[src/rtl/cpu_run_sequencer.sv]
// cpu_run_sequencer: streams a program into imem, runs the cpu for a set
// number of cycles, then streams a window of dmem back out.
// Ports:
//   clk, arst_n            clock, async active-low reset
//   start, abort           sequence control pulses
//   prog_len, run_cycles   config, latched on start
//   dump_base, dump_len    dump window, latched on start
//   in_valid/ready/data    program word stream in
//   out_valid/ready/data   dump word stream out
//   cpu_enable             cpu run enable
//   imem_*_ext, dmem_*_ext cpu external memory ports (byte addresses)
//   busy, done             status; done is a 1-cycle completion pulse
module cpu_run_sequencer #(
  parameter int IMEM_ADDR_W = 9,
  parameter int DMEM_ADDR_W = 10,
  parameter int DATA_W      = 32,
  parameter int CYC_W       = 16
) (
  input  logic                   clk,
  input  logic                   arst_n,
  input  logic                   start,
  input  logic                   abort,
  input  logic [IMEM_ADDR_W:0]   prog_len,
  input  logic [CYC_W-1:0]       run_cycles,
  input  logic [DMEM_ADDR_W-1:0] dump_base,
  input  logic [DMEM_ADDR_W:0]   dump_len,
  input  logic                   in_valid,
  input  logic [DATA_W-1:0]      in_data,
  output logic                   in_ready,
  output logic                   out_valid,
  output logic [DATA_W-1:0]      out_data,
  input  logic                   out_ready,
  output logic                   cpu_enable,
  output logic [31:0]            imem_addr_ext,
  output logic                   imem_wen_ext,
  output logic                   imem_ren_ext,
  output logic [DATA_W-1:0]      imem_wdata_ext,
  output logic [31:0]            dmem_addr_ext,
  output logic                   dmem_wen_ext,
  output logic                   dmem_ren_ext,
  input  logic [DATA_W-1:0]      dmem_rdata_ext,
  output logic                   busy,
  output logic                   done
);

  typedef enum logic [2:0] {
    S_IDLE,
    S_LOAD,
    S_LDWR,
    S_RUN,
    S_RD,
    S_WAIT,
    S_OUT,
    S_FIN
  } state_t;

  localparam logic [IMEM_ADDR_W:0] PLEN_MAX =
    {1'b1, {IMEM_ADDR_W{1'b0}}};

  state_t                 state;
  logic [IMEM_ADDR_W:0]   plen_r;
  logic [CYC_W-1:0]       run_r;
  logic [DMEM_ADDR_W-1:0] base_r;
  logic [DMEM_ADDR_W:0]   dlen_r;
  logic [IMEM_ADDR_W:0]   wcnt;
  logic [CYC_W-1:0]       rcnt;
  logic [DMEM_ADDR_W:0]   idx;

  logic [IMEM_ADDR_W:0]   plen_sat;
  logic [CYC_W-1:0]       c_run;
  logic [DMEM_ADDR_W-1:0] c_base;
  logic [DMEM_ADDR_W:0]   c_dlen;
  logic [DMEM_ADDR_W:0]   rd_idx;
  logic [DMEM_ADDR_W-1:0] rd_word;
  logic                   take;
  logic                   has_load;
  logic                   has_run;
  logic                   has_rd;
  state_t                 nxt;

  assign imem_ren_ext = 1'b0;
  assign dmem_wen_ext = 1'b0;

  assign plen_sat = (prog_len > PLEN_MAX) ? PLEN_MAX : prog_len;

  // In IDLE the phase choice must come straight from the ports,
  // since the config registers only load on the start edge.
  assign c_run  = (state == S_IDLE) ? run_cycles : run_r;
  assign c_base = (state == S_IDLE) ? dump_base  : base_r;
  assign c_dlen = (state == S_IDLE) ? dump_len   : dlen_r;

  assign rd_word = c_base + rd_idx[DMEM_ADDR_W-1:0];

  // take: current phase is finished; nxt: first non-empty phase after it
  always_comb begin
    take   = 1'b0;
    rd_idx = '0;
    unique case (state)
      S_IDLE: take = start;
      S_LDWR: take = 1'b1;
      S_RUN:  take = (rcnt == run_r);
      S_OUT: begin
        take   = out_valid & out_ready;
        rd_idx = idx + 1'b1;
      end
      default: take = 1'b0;
    endcase
    has_load = (state == S_IDLE) && (plen_sat != '0);
    has_run  = ((state == S_IDLE) || (state == S_LDWR)) &&
               (c_run != '0);
    has_rd   = rd_idx < c_dlen;
    nxt = has_load ? S_LOAD :
          has_run  ? S_RUN  :
          has_rd   ? S_RD   : S_FIN;
  end

  always_ff @(posedge clk or negedge arst_n) begin
    if (!arst_n) begin
      state          <= S_IDLE;
      plen_r         <= '0;
      run_r          <= '0;
      base_r         <= '0;
      dlen_r         <= '0;
      wcnt           <= '0;
      rcnt           <= '0;
      idx            <= '0;
      in_ready       <= 1'b0;
      out_valid      <= 1'b0;
      out_data       <= '0;
      cpu_enable     <= 1'b0;
      imem_addr_ext  <= '0;
      imem_wen_ext   <= 1'b0;
      imem_wdata_ext <= '0;
      dmem_addr_ext  <= '0;
      dmem_ren_ext   <= 1'b0;
      busy           <= 1'b0;
      done           <= 1'b0;
    end else begin
      imem_wen_ext <= 1'b0;
      dmem_ren_ext <= 1'b0;
      cpu_enable   <= 1'b0;
      done         <= 1'b0;
      unique case (state)
        S_IDLE: begin
          if (start) begin
            plen_r <= plen_sat;
            run_r  <= run_cycles;
            base_r <= dump_base;
            dlen_r <= dump_len;
            busy   <= 1'b1;
          end
        end
        S_LOAD: begin
          if (in_valid && in_ready) begin
            imem_wen_ext   <= 1'b1;
            imem_wdata_ext <= in_data;
            imem_addr_ext  <= {{(30-IMEM_ADDR_W){1'b0}},
                               wcnt[IMEM_ADDR_W-1:0], 2'b00};
            wcnt <= wcnt + 1'b1;
            // LDWR covers the cycle the last write is on the port
            if (wcnt == plen_r - 1'b1) begin
              in_ready <= 1'b0;
              state    <= S_LDWR;
            end
          end
        end
        S_RUN: begin
          if (!take) begin
            cpu_enable <= 1'b1;
            rcnt       <= rcnt + 1'b1;
          end
        end
        S_RD: state <= S_WAIT;
        S_WAIT: begin
          out_data  <= dmem_rdata_ext;
          out_valid <= 1'b1;
          state     <= S_OUT;
        end
        S_OUT: begin
          if (take) out_valid <= 1'b0;
        end
        S_FIN: begin
          done  <= 1'b1;
          busy  <= 1'b0;
          state <= S_IDLE;
        end
        default: state <= S_IDLE;
      endcase
      if (take) begin
        state <= nxt;
        unique case (nxt)
          S_LOAD: begin
            in_ready <= 1'b1;
            wcnt     <= '0;
          end
          S_RUN: begin
            cpu_enable <= 1'b1;
            rcnt       <= {{(CYC_W-1){1'b0}}, 1'b1};
          end
          S_RD: begin
            dmem_ren_ext  <= 1'b1;
            dmem_addr_ext <= {{(30-DMEM_ADDR_W){1'b0}},
                              rd_word, 2'b00};
            idx           <= rd_idx;
          end
          default: ;
        endcase
      end
      if (abort) begin
        state        <= S_IDLE;
        in_ready     <= 1'b0;
        out_valid    <= 1'b0;
        cpu_enable   <= 1'b0;
        imem_wen_ext <= 1'b0;
        dmem_ren_ext <= 1'b0;
        busy         <= 1'b0;
        done         <= 1'b0;
      end
    end
  end

endmodule

[config.mk]
export PLATFORM = sky130hd
export DESIGN_NAME = cpu_run_sequencer
export DESIGN_NICKNAME = d
export VERILOG_FILES = /design/src/rtl/cpu_run_sequencer.sv
export SDC_FILE = /design/constraint.sdc
export NUM_CORES = 1
export LEC_CHECK = 0
export BUFFER_PORTS_ARGS = -buffer_cell sky130_fd_sc_hd__buf_4
export CAP_MARGIN = 25
export CORE_MARGIN = 1
export CORE_UTILIZATION = 54
export CTS_BUF_LIST = sky130_fd_sc_hd__clkbuf_4 sky130_fd_sc_hd__clkbuf_8
export CTS_CLUSTER_DIAMETER = 80
export DETAILED_ROUTE_END_ITERATION = 6
export PLACE_DENSITY = 0.84
export REMOVE_ABC_BUFFERS = 1
export SYNTH_ARGS = -nofsm -noshare
export SYNTH_HDL_FRONTEND = slang
export SYNTH_SLANG_ARGS = --single-unit
[constraint.sdc]
create_clock -name clk -period 4.05 [get_ports clk]
set_input_delay 0.81 -clock clk [delete_from_list [all_inputs] [get_ports clk]]
set_output_delay 0.81 -clock clk [all_outputs]
set_load 0.005 [all_outputs]
Yosys cells after proc, flatten, opt, wreduce, memory -nomap -nowiden --
Index checks and enable logic that the tools add are counted. W data, S select, Z words.
Storage, ports and cells: register bits 177, bits of input ports 117, output and inout port bits 137, logic and storage cells 107
Cells by class: add/sub/neg operators 5, magnitude comparators 2, equal/unequal tests 17, mux-type cells 47, bitwise gates (word level) 1, reductions and logical operators 16
Operator list (count):
- $mux W16 | 5
- $mux W10 | 6
- $mux W1 | 23
- $mux W11 | 2
- $mux W3 | 6
- $add A16 B1 Y16 const B | 1
- $eq A16 B16 Y1 | 1
- $reduce_bool A16 Y1 | 1
- $eq A3 B3 Y1 const B | 5
- $pmux W3 S4 | 1
- $add A11 B1 Y11 const B | 1
- $lt A11 B11 Y1 | 1
- $add A10 B1 Y10 const B | 1
- $add A10 B10 Y10 | 1
- $eq A10 B10 Y1 | 1
- $gt A10 B10 Y1 const B | 1
- $reduce_and A2 Y1 | 5
- $reduce_bool A10 Y1 | 1
- $sub A10 B1 Y10 const B | 1
- $eq A3 B2 Y1 const B | 3
- $ne A4 B4 Y1 const B | 2
- $eq A3 B1 Y1 const B | 2
- $ne A3 B3 Y1 const B | 2
- $reduce_bool A3 Y1 | 2
- 10 further kinds | 13

Longest topological paths before layout --
word-level depth 10, depth in mapped cells 16, depth with buffers taken out 14

Worst setup path after synthesis --
No wires, ideal clock.
path kind register to register, start point register state[2], end point register dmem_addr_ext[2], library setup time 128 ps, arrival 3399 ps, data required time 3922 ps, slack 523 ps, stages on the path, launching flop included 14, buffers on the path 4, period minus slack after synthesis 3527 ps, cell sequence dfrtp_1 nor3_2 clkbuf_1 clkbuf_1 mux2i_1 ha_1 o21a_1 o21ai_0 nor3b_1 o221ai_1 nand4bb_1 buf_2 buf_2 mux2_1
On the way: cells in the longest elaborated chain, start to end 8, elaborated cells on any way between the ends 20, those cells by class add/sub (1); order compare (1); eq/ne (4); mux (8); reduce/logical (6)
RTL lines:
- start, declared | RTL line 60 | state_t state;
- start signal, assigned | RTL line 190 | state <= nxt;
- $eq A3 B3 Y1 or $logic_not A3 Y1 (tied branches)
- $mux W11, or another cell as far along | RTL line 98 | unique case (state)
- $lt A11 B11 Y1 or $reduce_bool A16 Y1 (tied branches) | RTL line 111, 110
- $mux W2 or $logic_and A1 B1 Y1 (tied branches) | RTL line 114, 109
- $mux W3 | RTL line 113 | has_run ? S_RUN :
- $mux W3 | RTL line 112 | nxt = has_load ? S_LOAD :
- $eq A3 B3 Y1 | RTL line 191 | unique case (nxt)
- $reduce_and A2 Y1 (no source line)
- end signal, assigned | RTL line 202 | dmem_addr_ext <= {{(30-DMEM_ADDR_W){1'b0}},
- end, declared | RTL line 38 | output logic [31:0] dmem_addr_ext,
Parallel ways exist; a longest one is shown, timed or not. A chain may end at the register's enable or synchronous reset.

Worst setup path after layout --
start point register idx[0], end point register idx[8]
On the way: cells in the longest elaborated chain, start to end 8
RTL lines:
- start, declared | RTL line 67 | logic [DMEM_ADDR_W:0] idx;
- start signal, assigned | RTL line 204 | idx <= rd_idx;
- $add A11 B1 Y11 | RTL line 104 | rd_idx = idx + 1'b1;
- $mux W11 | RTL line 98
- net rd_idx[9] | RTL line 73 | logic [DMEM_ADDR_W:0] rd_idx;
- $lt A11 B11 Y1 | RTL line 111 | has_rd = rd_idx < c_dlen;
- $mux W2 | RTL line 114 | has_rd ? S_RD : S_FIN;
- $mux W3 | RTL line 113
- $mux W3 | RTL line 112
- $eq A3 B3 Y1 | RTL line 191
- $reduce_and A2 Y1 (no source line)
The timed path passes the listed nets, and every way through them passes these cells.

==> impl_metrics.tcl <==
set metrics [dict create \
    status "finished, final reports clean" \
    synth_cell_types 59 \
    crit_end "idx[8]" \
    synth_top_cell_area_share 0.491 \
    r2r_cells 12 \
    die_w_um 131 \
    skew_ns 0.0122 \
    hold_viol 0 \
    clkLatencyLatePin_ns 0.46 \
    grtUsageTotal 0.246 \
    postSynthCellCount 788 \
    grt_most_used_layer "met2" \
    cts_tree "built" \
    grt_pass1_vias 6576 \
    ys_async_sr_fraction 1.00 \
    crit_cells 12 \
    reg2reg_to "idx[8]" \
    grt_setup_unrepaired "false" \
    die_h_um 131 \
    crit_path_cell_trace "and4_1 -> or3b_2 -> xor2_1 -> nor2_1 -> ha_1 -> nand4_1 -> nor2_1 -> a311oi_1 -> and3_1 -> nand4bb_1 -> buf_4 -> mux2_1" \
    p_leak_nw 5.22 \
    tightest_slew_ns 0.643 \
    portBuffers 206 \
    synth_area_um2 9020 \
    cts_max_level 4 \
    grtUsageMet3 0.0424 \
    cts-resized-gates 0 \
    yosysWarnings 0 \
    wl_per_cell_um 16.8 \
    drive_above_1_share 0.381 \
    ys_seq_area_frac 0.491 \
    layout_commonest_cell "buf_4" \
    finalWorstPathRequiredPeriod_ns 3.62 \
    crit_path_max_fanout 12 \
    path_clk_slew_ns 0.09 \
    fin_tns_setup_ns 0 \
    drc 0 \
    worstSetupEndpointType "register" \
    start_util 0.560 \
    grt_pass1_wl_um 33500 \
    setup_viol 0 \
    finalWirelength_um 20500 \
    r2r_slack_ns 0.43 \
    worstPathArrival_ns 3.97 \
    max_stage_delay_ns 0.47 \
    cts_setup_buffers 0 \
    final_cell_mix "buf_4, dfrtp_1, mux2_2, nor2_1, conb_1" \
    place_area_um2 10600 \
    ant_nets 0 \
    via_per_inst 5.46 \
    grt-ovfl-total 0 \
    synthTopCellsByArea "dfrtp_1, mux2_2, buf_4" \
    worstSetupStartpoint "idx[0]" \
    cts-root-buf "clkbuf_8" \
    dp_hpwl_um 15200 \
    crit_buf_inv 1 \
    final_nets 1130 \
    num_rows 46 \
    cts_buffers 17 \
    critPathLaunchType "register" \
    crit_top_cell "nor2_1" \
    vdd_drop_max_mv 0.233 \
    drtPass1Iterations 5 \
    postCtsHoldBufs 0 \
    fin_area_um2 11100 \
    grtUsageMet2 0.440 \
    power_mw 5.60 \
    dp_slack_ns 0.440 \
    r2r-start "idx[0]" \
    drv_cap 0 \
    grt_use_met1 0.294 \
    crit_slowest_cell "or3b_2" \
    ys_ff_latch 177 \
    hold_class "primary input to async pin" \
    fin_hold_ws_ns 0.196 \
    ys.flop_type "dfrtp_1" \
    setup_ws_ns 0.427 \
    required_ns 4.40 \
    numClockSinks 177 \
    critPathTopFamily "simple AND/OR/NAND/NOR gates" \
    vias 6655 \
    cts_buffer_depth 2 \
    grt_max_degree 114 \
    synth_enable_flop_cells 0 \
    slew_violations 0 \
    area.growth.synth_to_final_pct 23.0 \
    fp.coreArea_um2 16100 \
    pwr_density_cell_nw_per_um2 504 \
    io_pins 254 \
    antenna_found_initial 1 \
    fmax_mhz 276 \
    finalCritPeriodShare 0.895 \
    gp_congestion 0.885 \
    dieArea_um2 17200 \
    slew_headroom 0.568 \
    synth_area_per_cell_um2 11.5 \
    drtIter0Drc 397 \
    crit_type "register to register" \
    synth_top_cell_by_area "dfrtp_1" \
]
-- flip-flops by register name, summed over array words and instances, names as in the netlist --
name,count
wcnt,10
cpu_enable,1
plen_r,10
in_ready,1
imem_wen_ext,1
rcnt,16
imem_addr_ext,9
base_r,10
out_valid,1
dmem_addr_ext,10
idx,11
out_data,32
dlen_r,11
imem_wdata_ext,32
run_r,16
busy,1
state,3
done,1
dmem_ren_ext,1
-- Yosys cell counts (2+ instances only) --
library cell and instances:
buf_4 48, nor2b_1 5, or4b_1 3, xor2_1 32, a21oi_1 17, xnor2_1 25
o21ai_0 36, buf_1 2, nor2_1 52, a31oi_1 3, nor4_1 12, a311oi_1 2
ha_1 22, and3_1 5, mux2i_1 16, or4_1 4, dfrtp_1 177, or3_1 9
nor3_1 11, nor3b_1 4, and4_1 4, a211oi_1 2, nand2b_1 17, buf_2 4
inv_1 11, clkbuf_1 26, nand3_1 17, mux2_2 123, or3b_2 2, a21boi_0 2
a21o_1 2, o31ai_1 2, nand3b_1 3, o21a_1 3, nand4_1 14, mux2_1 8
nand2_1 41
-- layout make-up --
cell class	count	area (um2)
Timing Repair Buffer	218	1670
Multi-Input combinational cell	565	4240
Antenna cell	1	2.50
Inverter	11	41.3
Fill cell	1210	5020
Clock inverter	12	181
Clock buffer	19	262
Sequential cell	177	4430
Tap cell	216	270
-- per-layer routing --
metal  part of all wire  up-vias
li1                   -     3098
met1               0.40     3284
met2               0.53      235
met3              0.050       38
met4              0.024        0
met5                  0        -
-- logic make-up after synthesis --
kind of cell	Yosys count	share of synthesized area
simple gates	210	0.122
flops	177	0.491
mux	147	0.181
buf+inv	92	0.0596
compound gates	81	0.0574
xor+xnor	57	0.0553
fa+ha+maj	23	0.0327
other cells	1	0.000416
-- worst min path at each step --
stage	from	end	slack [ns]	cells after the start
2_1_floorplan	rcnt[15]	rcnt[15]	0.47	1
3_3_place_gp	dmem_addr_ext[7]	dmem_addr_ext[7]	0.47	2
3_5_place_dp	dmem_addr_ext[5]	dmem_addr_ext[5]	0.48	2
4_1_cts	dmem_addr_ext[8]	dmem_addr_ext[8]	0.50	2
5_1_grt	arst_n	run_r[1]	0.19	1
6_report	arst_n	run_r[7]	0.20	1
-- metrics by stage --
| stage | util | std cells |
|---|---|---|
| global placement | 0.659 | 1186 |
| CTS | 0.687 | 1217 |
| floorplan | - | 753 |
| finish | 0.689 | 1219 |
| global route | 0.689 | 1219 |
| detailed placement | 0.659 | 1186 |
-- worst reg2reg max path, delay by kind of cell (launching register included) --
family                     cells  cell delay (ns)
DFF                            1             0.42
and+or+nand+nor                7             1.74
AOI/OAI and AO/OA              1             0.23
buffers and inverters          1             0.35
adders and majority gates      1             0.29
muxes                          1             0.33
xor gates and xnor gates       1             0.15
-- where the power goes --
group / leakage [nW] / internal (mW) / total [mW] / switching, mW
Sequential: 2.23 / 2.25 / 2.57 / 0.325
Combinational: 2.78 / 1.02 / 1.68 / 0.661
Clock: 0.211 / 0.705 / 1.34 / 0.638
Note: power is estimated with default switching activity, not from simulation.
